`config.mk`:
```
export PLATFORM = sky130hd
export DESIGN_NAME = memoria_param
export DESIGN_NICKNAME = d
export VERILOG_FILES = /design/src/rtl/memoria_pkg.sv /design/src/rtl/banco_registros.sv /design/src/rtl/memoria_param.sv
export SDC_FILE = /design/constraint.sdc
export NUM_CORES = 1
export LEC_CHECK = 0
export CAP_MARGIN = 25
export CELL_PAD_IN_SITES_DETAIL_PLACEMENT = 0
export CELL_PAD_IN_SITES_GLOBAL_PLACEMENT = 2
export CORE_MARGIN = 4
export CORE_UTILIZATION = 39
export DETAILED_ROUTE_END_ITERATION = 16
export PLACE_DENSITY_LB_ADDON = 0.08
export SYNTH_ARGS = -nofsm -noshare
export SYNTH_HDL_FRONTEND = slang
export SYNTH_SLANG_ARGS = --single-unit
```
`constraint.sdc`:
```
create_clock -name clock -period 2.3 [get_ports clock]
set_input_delay 0.46 -clock clock [delete_from_list [all_inputs] [get_ports clock]]
set_output_delay 0.46 -clock clock [all_outputs]
set_load 0.05 [all_outputs]
```
`src/rtl/memoria_pkg.sv`:
```
// Shared definitions for memoria_param: FSM state encoding, default parameters and
// the address-width helper used by the register bank.
package memoria_pkg;

    typedef enum logic [1:0] {
        IDLE = 2'd0,
        BUSY = 2'd1,
        DONE = 2'd2
    } state_t;

    localparam int          DEF_DATA_W   = 4;
    localparam int          DEF_ADDR_W   = 3;
    localparam int          DEF_DEPTH    = 7;
    localparam int          DEF_LATENCY  = 2;
    localparam logic [31:0] DEF_INIT_VAL = 32'hA;

    // A one-word bank still needs a 1-bit address port.
    function automatic int addr_bits(input int depth);
        return (depth > 1) ? $clog2(depth) : 1;
    endfunction

endpackage

```
`src/rtl/banco_registros.sv`:
```
// Register bank: DEPTH words of DATA_W bits, all reloaded with INIT_VAL on reset,
// one synchronous write port and one combinational read port.
module banco_registros
    import memoria_pkg::*;
#(
    parameter int          DATA_W   = DEF_DATA_W,
    parameter int          DEPTH    = DEF_DEPTH,
    parameter logic [31:0] INIT_VAL = DEF_INIT_VAL,
    parameter int          AW       = addr_bits(DEPTH)
) (
    input  logic              clock,
    input  logic              reset_n,
    input  logic              we,
    input  logic [AW-1:0]     addr,
    input  logic [DATA_W-1:0] wdata,
    output logic [DATA_W-1:0] rdata
);

    localparam logic [DATA_W-1:0] INIT_W = INIT_VAL[DATA_W-1:0];

    logic [DATA_W-1:0] mem [DEPTH];

    always_ff @(posedge clock) begin
        if (!reset_n) begin
            for (int i = 0; i < DEPTH; i++) begin
                mem[i] <= INIT_W;
            end
        end else if (we) begin
            mem[addr] <= wdata;
        end
    end

    // Callers only use rdata for addresses below DEPTH.
    assign rdata = mem[addr];

endmodule

```
`src/rtl/memoria_param.sv`:
```
// Latency-configurable word memory: request captured in IDLE, access after LATENCY
// edges, one-cycle confirma pulse. Define MEMORIA_STATS_EN for read/write counters.
module memoria_param
    import memoria_pkg::*;
#(
    parameter int          DATA_W   = DEF_DATA_W,
    parameter int          ADDR_W   = DEF_ADDR_W,
    parameter int          DEPTH    = DEF_DEPTH,
    parameter int          LATENCY  = DEF_LATENCY,
    parameter logic [31:0] INIT_VAL = DEF_INIT_VAL
) (
    input  logic              clock,
    input  logic              reset_n,
    input  logic              req,
    input  logic              writeback,
    input  logic [ADDR_W-1:0] tag,
    input  logic [DATA_W-1:0] entrada,
    output logic [DATA_W-1:0] saida,
    output logic              confirma,
    output logic              erro_tag,
    output logic              ocupado,
`ifdef MEMORIA_STATS_EN
    output logic [15:0]       n_leituras,
    output logic [15:0]       n_escritas,
`endif
    output state_t            fsm_state
);

    // Handshake: req is sampled only while IDLE; confirma is high for exactly the
    // DONE cycle, and ocupado is high in every state except IDLE.
    localparam int                CNT_W   = $clog2(LATENCY + 1);
    localparam int                BANK_AW = addr_bits(DEPTH);
    localparam logic [CNT_W-1:0]  LAT_M1  = CNT_W'(LATENCY - 1);
    localparam logic [ADDR_W:0]   DEPTH_L = (ADDR_W + 1)'(DEPTH);

    state_t             state_q, state_d;
    logic [CNT_W-1:0]   cnt_q, cnt_d;
    logic               capture, access;
    logic               wb_q;
    logic [ADDR_W-1:0]  tag_q;
    logic [DATA_W-1:0]  data_q;
    logic               tag_ok;
    logic [DATA_W-1:0]  rdata;

    assign tag_ok = {1'b0, tag_q} < DEPTH_L;

    always_ff @(posedge clock) begin
        if (!reset_n) begin
            state_q <= IDLE;
            cnt_q   <= '0;
            wb_q    <= 1'b0;
            tag_q   <= '0;
            data_q  <= '0;
            saida   <= '0;
        end else begin
            state_q <= state_d;
            cnt_q   <= cnt_d;
            if (capture) begin
                wb_q   <= writeback;
                tag_q  <= tag;
                data_q <= entrada;
            end
            if (access && !wb_q && tag_ok) begin
                saida <= rdata;
            end
        end
    end

    always_comb begin
        state_d = state_q;
        cnt_d   = cnt_q;
        capture = 1'b0;
        access  = 1'b0;
        case (state_q)
            IDLE: begin
                if (req) begin
                    state_d = BUSY;
                    cnt_d   = LAT_M1;
                    capture = 1'b1;
                end
            end
            BUSY: begin
                if (cnt_q == '0) begin
                    access  = 1'b1;
                    state_d = DONE;
                end else begin
                    cnt_d = cnt_q - CNT_W'(1);
                end
            end
            DONE:    state_d = IDLE;
            default: state_d = IDLE;
        endcase
    end

    banco_registros #(
        .DATA_W   (DATA_W),
        .DEPTH    (DEPTH),
        .INIT_VAL (INIT_VAL),
        .AW       (BANK_AW)
    ) u_banco (
        .clock   (clock),
        .reset_n (reset_n),
        .we      (access && wb_q && tag_ok),
        .addr    (tag_q[BANK_AW-1:0]),
        .wdata   (data_q),
        .rdata   (rdata)
    );

    assign confirma  = (state_q == DONE);
    assign erro_tag  = (state_q == DONE) && !tag_ok;
    assign ocupado   = (state_q != IDLE);
    assign fsm_state = state_q;

`ifdef MEMORIA_STATS_EN
    always_ff @(posedge clock) begin
        if (!reset_n) begin
            n_leituras <= '0;
            n_escritas <= '0;
        end else if (state_q == DONE && tag_ok) begin
            if (!wb_q && n_leituras != 16'hFFFF) n_leituras <= n_leituras + 16'd1;
            if (wb_q && n_escritas != 16'hFFFF)  n_escritas <= n_escritas + 16'd1;
        end
    end
`endif

endmodule

```
==> impl_metrics.toml <==
[place]
gp_congestion = 0.770
pre_cts_ws_ns = 0.174
dp_hpwl_um = 3410
place_inst = 264
port-buffer-count = 19

[logic_synthesis]
yosys_warnings = 0
synth_compound_area_frac = 0.0441
synth_simple_gate_area_frac = 0.180
synth_flop_cell = "edfxtp_1"
syn_area_um2 = 2210
async_reset_ff_frac = 0
synth_top_family_by_area = "simple AND/OR/NAND/NOR gates"
synth_top_area_frac = 0.380
syn_avg_cell_area_um2 = 12.9
syn_inst = 172
synth_xor_area_frac = 0
yosysMostFrequentCell = "edfxtp_1"
muxShareOfSynthArea = 0.167
synthTopCellsByArea = "edfxtp_1 38%, dfxtp_1 18%, mux2i_1 6.3%"
ys_top_cells_by_count = "28 x edfxtp_1, 20 x dfxtp_1, 16 x nor2_1"
synth-edff-count = 28
synthAdderAreaFrac = 0.00565
synth-seq-cells = 48
synth_area_leader_cell = "edfxtp_1"
yosysUniqueCellTypes = 39
yosysSeqAreaShare = 0.561

[layout]
area_growth_pct = 19.7
antenna_cells = 0
fin_cells = 272
fillers = 493
drive_gt1_frac = 0.160
multiInputGateArea_um2 = 908
regArea_um2 = 1240
fin_nets = 211

[sta]
rsz0062_at_grt = "no"
fmax_ghz = 0.522
fin_worst_skew_ns = 0.0111
setup_viol = 0
min_period_ns = 1.91
hold_violations = 0
slew_viol_final = 0
period_share = 0.833
final.setup.tns_ns = 0
layout_setup_ws_ns = 0.385

[clocking]
post_cts_buffers = 0
ctsResizeCount = 0
cts_root_buf = "clkbuf_8"
cts_tree = "built"
clkTransAtPathRegs_ns = 0.09
clk_latency_ns = 0.30
clockBufferDepth = 2
cts.sinks = 48
hold_buffers = 0
cts_buffers = 5
cts-htree-levels = 2

[job]
maxCapViolations = 0

[outcome]
status = "finished clean"

[worst_setup_path]
path_cells = "clkdlybuf4s50_1"
arrival_ns = 1.45
path_buf_inv = 1
cp_slowest_cell = "clkdlybuf4s50_1"
cp_top_family = "buffers and inverters"
cp_data_required_time_ns = 1.84
slowest_delay_ns = 0.80
path_max_fanout = 2
criticalPathCategory = "reg2out"
worst_setup_path_start_kind = "flop"
endpoint_kind = "output pin"

[global_routing]
grt_max_degree = 19
antenna_found_initial = 0
grt-ovfl-total = 0
grt_pass1_wl_um = 7600
track_usage = 0.143
grt_pass1_vias = 1399

[pwr]
leakage_uw = 0.000910
irDropWorstVdd_uv = 341
powerDensity_nw_per_um2 = 747
total_power_uw = 1980

[route]
vias = 1360
wirelength_um = 4640
first_pass_iters = 4
drt_iter0_markers = 54
via_per_inst = 5.00
postRouteAntennaNets = 0
drc = 0
routedWlPerCell_um = 17.1

[floorplan]
start_util = 0.402
die_h_um = 83.3
dieArea_um2 = 6940
core_area_um2 = 5510
num_rows = 27
io_pins = 20
die_w_um = 83.3

[min_path]
hold_class = "reg2reg"
report_power, final:
group	switching (µW)	leakage (µW)	total, µW	internal, µW
sequential	26.5	0.000404	967	940
combinational	169	0.000438	287	118
clock	287	0.0000687	724	437
cell families after synthesis:
| kind of cell | Yosys count |
|---|---|
| adders and majority gates | 1 |
| muxes | 25 |
| DFF | 48 |
| buffers and inverters | 15 |
| and+or+nand+nor | 67 |
| AOI/OAI and AO/OA | 15 |
| other | 1 |
cells in the final DEF (no fill, tap or decap), types with 2 or more instances in the layout:
cell type / count
a21oi_1: 5
mux4_1: 4
dfxtp_1: 20
nor2_1: 16
and4b_1: 3
nand4_1: 3
nand2_1: 7
mux4_2: 4
inv_1: 5
mux2_1: 2
buf_4: 11
mux2i_1: 14
nand2b_1: 13
clkdlybuf4s50_1: 15
bufinv_16: 2
or2_1: 4
edfxtp_1: 28
conb_1: 4
and2_1: 9
a211oi_1: 5
clkbuf_8: 5
flip-flops by register name (all words and copies together) (netlist names):
| register | flops |
|---|---|
| cnt_q | 2 |
| fsm_state | 2 |
| tag_q | 3 |
| saida | 4 |
| wb_q | 1 |
| u_banco.mem | 32 |
| data_q | 4 |
cell type report:
type / count / share of cell area
repair buffers: 27 / 0.0954
flip-flops and latches: 48 / 0.469
clock buffers: 5 / 0.0260
well taps: 72 / 0.0340
clock inverters: 3 / 0.0260
multi-input cells: 112 / 0.343
inverters: 5 / 0.00709
worst paths after layout:
path	cells past startpoint	end	slack [ns]	from
worst max-delay path	1	saida[0]	0.39	saida[0]
worst min-delay path	2	u_banco.mem[6][2]	0.47	u_banco.mem[6][2]
worst max register to register	6	u_banco.mem[5][1]	0.42	cnt_q[0]
worst min register to register	2	u_banco.mem[6][2]	0.47	u_banco.mem[6][2]
metrics by stage:
stage	hold slack (ns)	instance area, µm²	utilization
final	0.466	2650	0.481
after global placement	0.445	2510	0.456
after CTS	0.471	2650	0.481
after global routing	0.499	2650	0.481
after detailed placement	0.457	2510	0.456
after floorplan	0.434	2230	-
layer usage:
metal | GRT usage | vias to the layer above | wire length, µm
li1 | - | 677 | -
met1 | 0.181 | 649 | 2150
met2 | 0.238 | 30 | 2270
met3 | 0.0397 | 4 | 191
met4 | 0.0401 | 0 | 39
met5 | 0 | - | 0
No activity file was read; power rests on OpenSTA's default activity.
